File: config.mk
export PLATFORM = sky130hd
export DESIGN_NAME = mmu_sequencer
export DESIGN_NICKNAME = d
export VERILOG_FILES = /design/src/rtl/mmu_sequencer.sv
export SDC_FILE = /design/constraint.sdc
export NUM_CORES = 1
export LEC_CHECK = 0
export BUFFER_PORTS_ARGS = -buffer_cell sky130_fd_sc_hd__buf_4
export CAP_MARGIN = 20
export CORE_AREA = 2 2 97 99
export CTS_CLUSTER_SIZE = 12
export DETAILED_ROUTE_END_ITERATION = 16
export DIE_AREA = 0 0 99 101
export PLACE_DENSITY = 0.78
export SLEW_MARGIN = 20
export SYNTH_ARGS = -nofsm -noshare
export SYNTH_HDL_FRONTEND = slang
export SYNTH_SLANG_ARGS = --single-unit
File: constraint.sdc
create_clock -name clk -period 2.3 [get_ports clk]
set_clock_uncertainty 0.15 [all_clocks]
set_input_delay 0.69 -clock clk [delete_from_list [all_inputs] [get_ports clk]]
set_output_delay 0.69 -clock clk [all_outputs]
set_load 0.03 [all_outputs]
File: src/rtl/mmu_sequencer.sv
// -----------------------------------------------------------------------------
// mmu_sequencer
//   Runs one C = A x W product on the 2x2 weight-stationary systolic mmu.
//   On start the operand matrices are snapshotted, W is loaded into the PEs,
//   A is streamed row by row (second lane skewed by one cycle) and the skewed
//   column results are captured into a registered 2x2 result set.
//
// Ports
//   clk, reset                 clock (rising edge), async active-low reset
//   start                      request one product, sampled only in IDLE
//   a00..a11, w00..w11         operand matrices A[row][col], W[row][col]
//   mmu_acc1, mmu_acc2         mmu column-0 / column-1 accumulator outputs
//   mmu_load_weight, mmu_valid mmu control
//   mmu_a_in1, mmu_a_in2       A lanes (column 0 / column 1 of A)
//   mmu_weight1..4             W00, W10, W01, W11
//   c00..c11                   registered result matrix
//   busy                       high in LOAD/FEED/DRAIN/DONE
//   done                       one-cycle pulse, C valid from this cycle
// -----------------------------------------------------------------------------
module mmu_sequencer #(
    parameter int DATA_W   = 8,
    parameter int CAP0_LAT = 2,
    parameter int CAP1_LAT = 3
) (
    input  logic              clk,
    input  logic              reset,
    input  logic              start,
    input  logic [DATA_W-1:0] a00,
    input  logic [DATA_W-1:0] a01,
    input  logic [DATA_W-1:0] a10,
    input  logic [DATA_W-1:0] a11,
    input  logic [DATA_W-1:0] w00,
    input  logic [DATA_W-1:0] w01,
    input  logic [DATA_W-1:0] w10,
    input  logic [DATA_W-1:0] w11,
    input  logic [DATA_W-1:0] mmu_acc1,
    input  logic [DATA_W-1:0] mmu_acc2,
    output logic              mmu_load_weight,
    output logic              mmu_valid,
    output logic [DATA_W-1:0] mmu_a_in1,
    output logic [DATA_W-1:0] mmu_a_in2,
    output logic [DATA_W-1:0] mmu_weight1,
    output logic [DATA_W-1:0] mmu_weight2,
    output logic [DATA_W-1:0] mmu_weight3,
    output logic [DATA_W-1:0] mmu_weight4,
    output logic [DATA_W-1:0] c00,
    output logic [DATA_W-1:0] c01,
    output logic [DATA_W-1:0] c10,
    output logic [DATA_W-1:0] c11,
    output logic              busy,
    output logic              done
);

    // Last streaming cycle: the column-1 result of the last row lands here.
    localparam int CYC_MAX   = 1 + CAP1_LAT;
    // Last cycle carrying A data (row 1 on the skewed lane).
    localparam int FEED_LAST = 2;
    localparam int CYC_W     = $clog2(CYC_MAX + 1);

    typedef enum logic [2:0] {
        S_IDLE,
        S_LOAD,
        S_FEED,
        S_DRAIN,
        S_DONE
    } state_t;

    state_t state, state_nxt;
    logic [CYC_W-1:0] cyc;

    // [row][col] operand snapshots and results
    logic [1:0][1:0][DATA_W-1:0] a_q, w_q, c_q;

    logic streaming;
    assign streaming = (state == S_FEED) || (state == S_DRAIN);

    // ------------------------------------------------------------------
    // State, counter, snapshots and result capture
    // ------------------------------------------------------------------
    always_ff @(posedge clk or negedge reset) begin
        if (!reset) begin
            state <= S_IDLE;
            cyc   <= '0;
            a_q   <= '0;
            w_q   <= '0;
            c_q   <= '0;
        end else begin
            state <= state_nxt;

            // Snapshot only on an accepted start; later input changes are ignored.
            if (state == S_IDLE && start) begin
                a_q <= {a11, a10, a01, a00};
                w_q <= {w11, w10, w01, w00};
            end

            if (streaming)
                cyc <= (state == S_DRAIN && cyc == CYC_W'(CYC_MAX)) ? '0 : cyc + 1'b1;
            else
                cyc <= '0;

            // Row i's column results emerge from the array at fixed skewed offsets.
            if (streaming) begin
                for (int i = 0; i < 2; i++) begin
                    if (cyc == CYC_W'(i + CAP0_LAT)) c_q[i][0] <= mmu_acc1;
                    if (cyc == CYC_W'(i + CAP1_LAT)) c_q[i][1] <= mmu_acc2;
                end
            end
        end
    end

    // ------------------------------------------------------------------
    // Next state and mmu control/data
    // ------------------------------------------------------------------
    always_comb begin
        state_nxt       = state;
        mmu_load_weight = 1'b0;
        mmu_valid       = 1'b0;
        mmu_a_in1       = '0;
        mmu_a_in2       = '0;
        done            = 1'b0;

        case (state)
            S_IDLE: begin
                if (start) state_nxt = S_LOAD;
            end
            S_LOAD: begin
                mmu_load_weight = 1'b1;
                state_nxt       = S_FEED;
            end
            S_FEED: begin
                mmu_valid = 1'b1;
                // Lane 2 trails lane 1 by one cycle so row data meet in the array.
                case (cyc)
                    CYC_W'(0): mmu_a_in1 = a_q[0][0];
                    CYC_W'(1): begin
                        mmu_a_in1 = a_q[1][0];
                        mmu_a_in2 = a_q[0][1];
                    end
                    CYC_W'(2): mmu_a_in2 = a_q[1][1];
                    default: ;
                endcase
                if (cyc == CYC_W'(FEED_LAST)) state_nxt = S_DRAIN;
            end
            S_DRAIN: begin
                mmu_valid = 1'b1;
                if (cyc == CYC_W'(CYC_MAX)) state_nxt = S_DONE;
            end
            S_DONE: begin
                done      = 1'b1;
                state_nxt = S_IDLE;
            end
            default: state_nxt = S_IDLE;
        endcase
    end

    assign busy = (state != S_IDLE);

    // Weights stay on the bus from LOAD until the next accepted start.
    assign mmu_weight1 = w_q[0][0];
    assign mmu_weight2 = w_q[1][0];
    assign mmu_weight3 = w_q[0][1];
    assign mmu_weight4 = w_q[1][1];

    assign c00 = c_q[0][0];
    assign c01 = c_q[0][1];
    assign c10 = c_q[1][0];
    assign c11 = c_q[1][1];

endmodule
---- Word level (Yosys, flattened, before mapping) ----
Cells that the tools add are included.
storage, ports and cells
  register bits after elaboration ......... 102
  bits of input ports ..................... 83
  output and inout bits ................... 84
  word-level logic and storage cells ...... 50
operators by class
  $add $sub $neg .......................... 1
  eq/ne operators ......................... 11
  mux-type cells .......................... 13
  reductions and logical operators ........ 11
operators by type and width
  operator             count
  $pmux 8 s2           2
  $mux 8               2
  $mux 3               5
  $eq 3x2->1 const B   4
  $pmux 3 s4           1
  $eq 3x1->1 const B   2
  $eq 3x3->1 const B   2
  $logic_not 3->1      2
  $reduce_and 2->1     3
  $ne 2x1->1 const B   2
  $add 3x1->3 const B  1
  $mux 1               3
  $reduce_and 3->1     1
  $reduce_bool 3->1    1
  $logic_and 1x1->1    2
  $ne 2x2->1 const B   1
  $reduce_or 2->1      1
  $logic_or 1x1->1     1

---- Longest topological paths before layout ----
  word-level depth ........................ 4
  mapped depth ............................ 7
  depth with buffers taken out ............ 4

---- Worst setup path before layout ----
OpenSTA, ideal clock, no wires.
  kind .................................... register to output
  start point ............................. register cyc[2]
  end point ............................... output port mmu_a_in1[0]
  arrival time ............................ 1.771 ns
  data required time ...................... 1.460 ns
  path slack .............................. -0.311 ns
  stages on the path, launching flop included .. 4
  buffers on the path ..................... 1
  cell sequence ........................... dfrtp_1 > or4b_1 > buf_6 > nor3_1
between the ends
  cells in the longest elaborated chain, start to end .. 3
ends and longest elaborated chain
  what                                                  RTL line  RTL
  start, declared                                       69        logic [CYC_W-1:0] cyc;
  start signal, assigned                                97        cyc <= (state == S_DRAIN && cyc == CYC_W'(CYC_MAX)) ? '0 : cyc + 1'b1;
  $eq 3x1->1 / $logic_not 3->1 (equally long branches)  133       case (cyc)
  $pmux 8 s2 (*)                                        133
  $mux 8 (*)                                            122       case (state)
  end, declared                                         40        output logic [DATA_W-1:0] mmu_a_in1,
Mark *: on every way between the ends. The rest lies on a longest branch, timed or not.

---- Final worst setup path ----
  start point ............................. register cyc[2]
  end point ............................... output port mmu_a_in1[4]
The elaborated chain is that of the path after synthesis.

==> metrics.cfg <==
[status]
status=complete, but fails checks
violations=negative setup slack

[finish]
drive_gt1_share_pct=69.67
multi_input_area_mm2=0.001694
regArea_mm2=0.002552
fillers=666
layout.nets=539
n_antenna_cell=0
area_growth_pct=44.08
fin_cells=566

[global_route]
grt_max_degree=65
grt_pass1_vias=3068
grt.total_usage_pct=19.22
antenna_found_initial=0
grt_pass1_wl_um=15100
grt-ovfl-total=0

[detailed_routing]
wl_per_cell_um=16.59
drc=0
vias=2892
ant_nets=0
drt-initial-drc-count=70
wl_um=9388
routed_via_density=5.110
firstDrtPassIters=4

[clock_tree]
cts-root-buf=clkbuf_8
cts_buffer_depth=2
cts_tree=built
clock-sinks=102
clk_pin_slew_worst_paths_ps=90
numCtsBuffers=9
htreeDepth=3
clock_latency_ps=350
ctsHoldBuffers=0

[yosys]
synth.avg_cell_area_um2=15.19
synth-main-ff-cell=dfrtp_1
netlist_area_mm2=0.004224
synthCells=278
yosysSeqAreaShare_pct=60.43
synth_fp_nets=366
synth-xor-area-share_pct=0
synth-compound-area-share_pct=3.377
yosysWarnings=0
ys_types=28
synth.area.mux_share_pct=25.59
ys_ff_latch=102
synth_top_family_by_area=multiplexers
synthAdderAreaFrac_pct=1.481
synth_edf_count=0
synth_largest_type_area_fraction_pct=60.43
async_flop_share_pct=100.0
yosys.area_share.simple_pct=5.450
synth_area_leader_cell=dfrtp_1
synthTopCellsByArea=dfrtp_1 60%, mux2_2 26%, a22oi_1 2.8%, ha_1 1.5%, buf_4 1.4%

[power]
seqPwrFrac_pct=34.8
power_frac_clock_pct=11.9
switching_share_pct=41.18
p_comb_share_pct=53.3
power.density_mw_per_mm2=1508
power_switching_w=0.003778
max-vdd-ir-drop_mv=0.8035
intPower_w=0.005396
cellLeakagePower_nw=2.793

[worst_setup_path]
cp-end-kind=primary output
worstPathArrival_ps=1810
worst-path-max-fanout=8
crit_path_start_kind=register
crit_required_ps=1460
crit_type=register to primary output

[sta]
setup_violations=16
tightestPinTransition_ps=488.9
min_period_over_period_pct=115.2
rsz0062_at_grt=true
timing.fmax_mhz=377.3
finalHoldViolations=0
tns_ps=-5272
worst_slack_ps=-350.7
slew_headroom_pct=67.41
layout_min_cycle_time_ps=2651
maxSlewViolCount=0
fin_hold_ws_ps=139.5

[floorplan]
fp.dieW_um=99
core-area_mm2=0.008977
initial_utilization_pct=47.05
io_pins=167
rows=35
dieArea_mm2=0.009999
die_y_um=101

[worst_hold_path]
min_path_type=input port to asynchronous set/reset pin

[placement]
place.gp.congestion=0.7632
port_buffers=166
pre_cts_ws_ps=-72.27
dp_cells=548
dp_hpwl_um=6774

[run]
cap_violations=0

-- what timing repair did --
action,in CTS,in global routing
pin swaps,16,1
gates cloned,1,0
setup endpoints to repair,17,18
buffers inserted,1,3
gates resized for setup,27,13
-- placed cells by master (no fill, tap or decap), types with 2 or more instances in the layout --
master and instances:
clkinvlp_4 3, nor2_4 8, buf_6 19, mux2_2 96
nor3_1 3, nor3_4 8, nor2_1 2, inv_1 5
dfrtp_1 102, ha_1 3, buf_12 4, a22oi_1 15
clkbuf_8 9, buf_4 156
-- flip-flops by register name, indices dropped and copies added, names as in the netlist --
name	flops
c10	8
mmu_weight1	8
c01	8
mmu_weight3	8
mmu_weight4	8
mmu_weight2	8
c11	8
state	3
c00	8
cyc	3
a_q	32
-- synth_stat cells (2+ instances only) --
master / n
nor3_2: 2
clkbuf_1: 2
nor3_1: 9
buf_6: 3
ha_1: 5
dfrtp_1: 102
a22oi_1: 16
mux2_2: 96
buf_2: 4
buf_4: 8
inv_1: 5
nor2_1: 10
-- worst paths after layout --
kind | from | slack [ps] | end | cells after the start
min in group clk | c11[7] | 360 | c11[7] | 1
worst max-delay path | cyc[2] | -350 | mmu_a_in1[4] | 4
worst max register to register | cyc[1] | 250 | c00[0] | 5
worst min-delay path | reset | 140 | a_q[22] | 1
max in group asynchronous | reset | 1260 | a_q[20] | 2
worst min register to register | c11[7] | 360 | c11[7] | 1
-- cell families after synthesis --
logic type               after synthesis
flip-flops                           102
AO/OA/AOI/OAI                         19
AND/OR/NAND/NOR                       33
adder cells (fa/ha/maj)                5
buffers and inverters                 23
multiplexers                          96
-- area by class of cell --
| type | count | area share, % |
|---|---|---|
| inverters | 5 | 0.3084 |
| clock inverters | 5 | 1.007 |
| repair buffers | 180 | 24.53 |
| flip-flops and latches | 102 | 41.94 |
| well taps | 111 | 2.282 |
| clock buffers | 10 | 2.097 |
| multi-input cells | 153 | 27.84 |
-- worst max-delay path: stages, from the launching register on --
cell and delay [ps]:
dfrtp_1 390, or4b_4 600, buf_12 190, nor3_4 120, buf_6 150
-- stage by stage --
stage / power [W] / instance area [um^2] / util [%]
floorplan: 0.006153 / 4287 / -
global placement: 0.007654 / 5677 / 63.23
detailed placement: 0.007805 / 5677 / 63.23
CTS: 0.009126 / 6006 / 66.90
global route: 0.009705 / 6086 / 67.79
finish: 0.009174 / 6086 / 67.79
-- metal layers --
layer / part of all wire (%) / vias up / track usage, %
met2: 53 / 97 / 32.85
met3: 6.3 / 16 / 5.340
met1: 39 / 1441 / 23.46
met4: 1.8 / 0 / 6.849
met5: 0 / - / 0
li1: - / 1338 / -
-- power groups by stage --
stage	Combinational (W)	Clock, W	Sequential [W]
after floorplan	0.00185	0	0.00431
after global placement	0.00449	0	0.00316
after detailed placement	0.00459	0	0.00321
after CTS	0.00482	0.00113	0.00318
after global routing	0.00520	0.00120	0.00331
final	0.00489	0.00109	0.00319
Power figures use the tool's default switching activity.
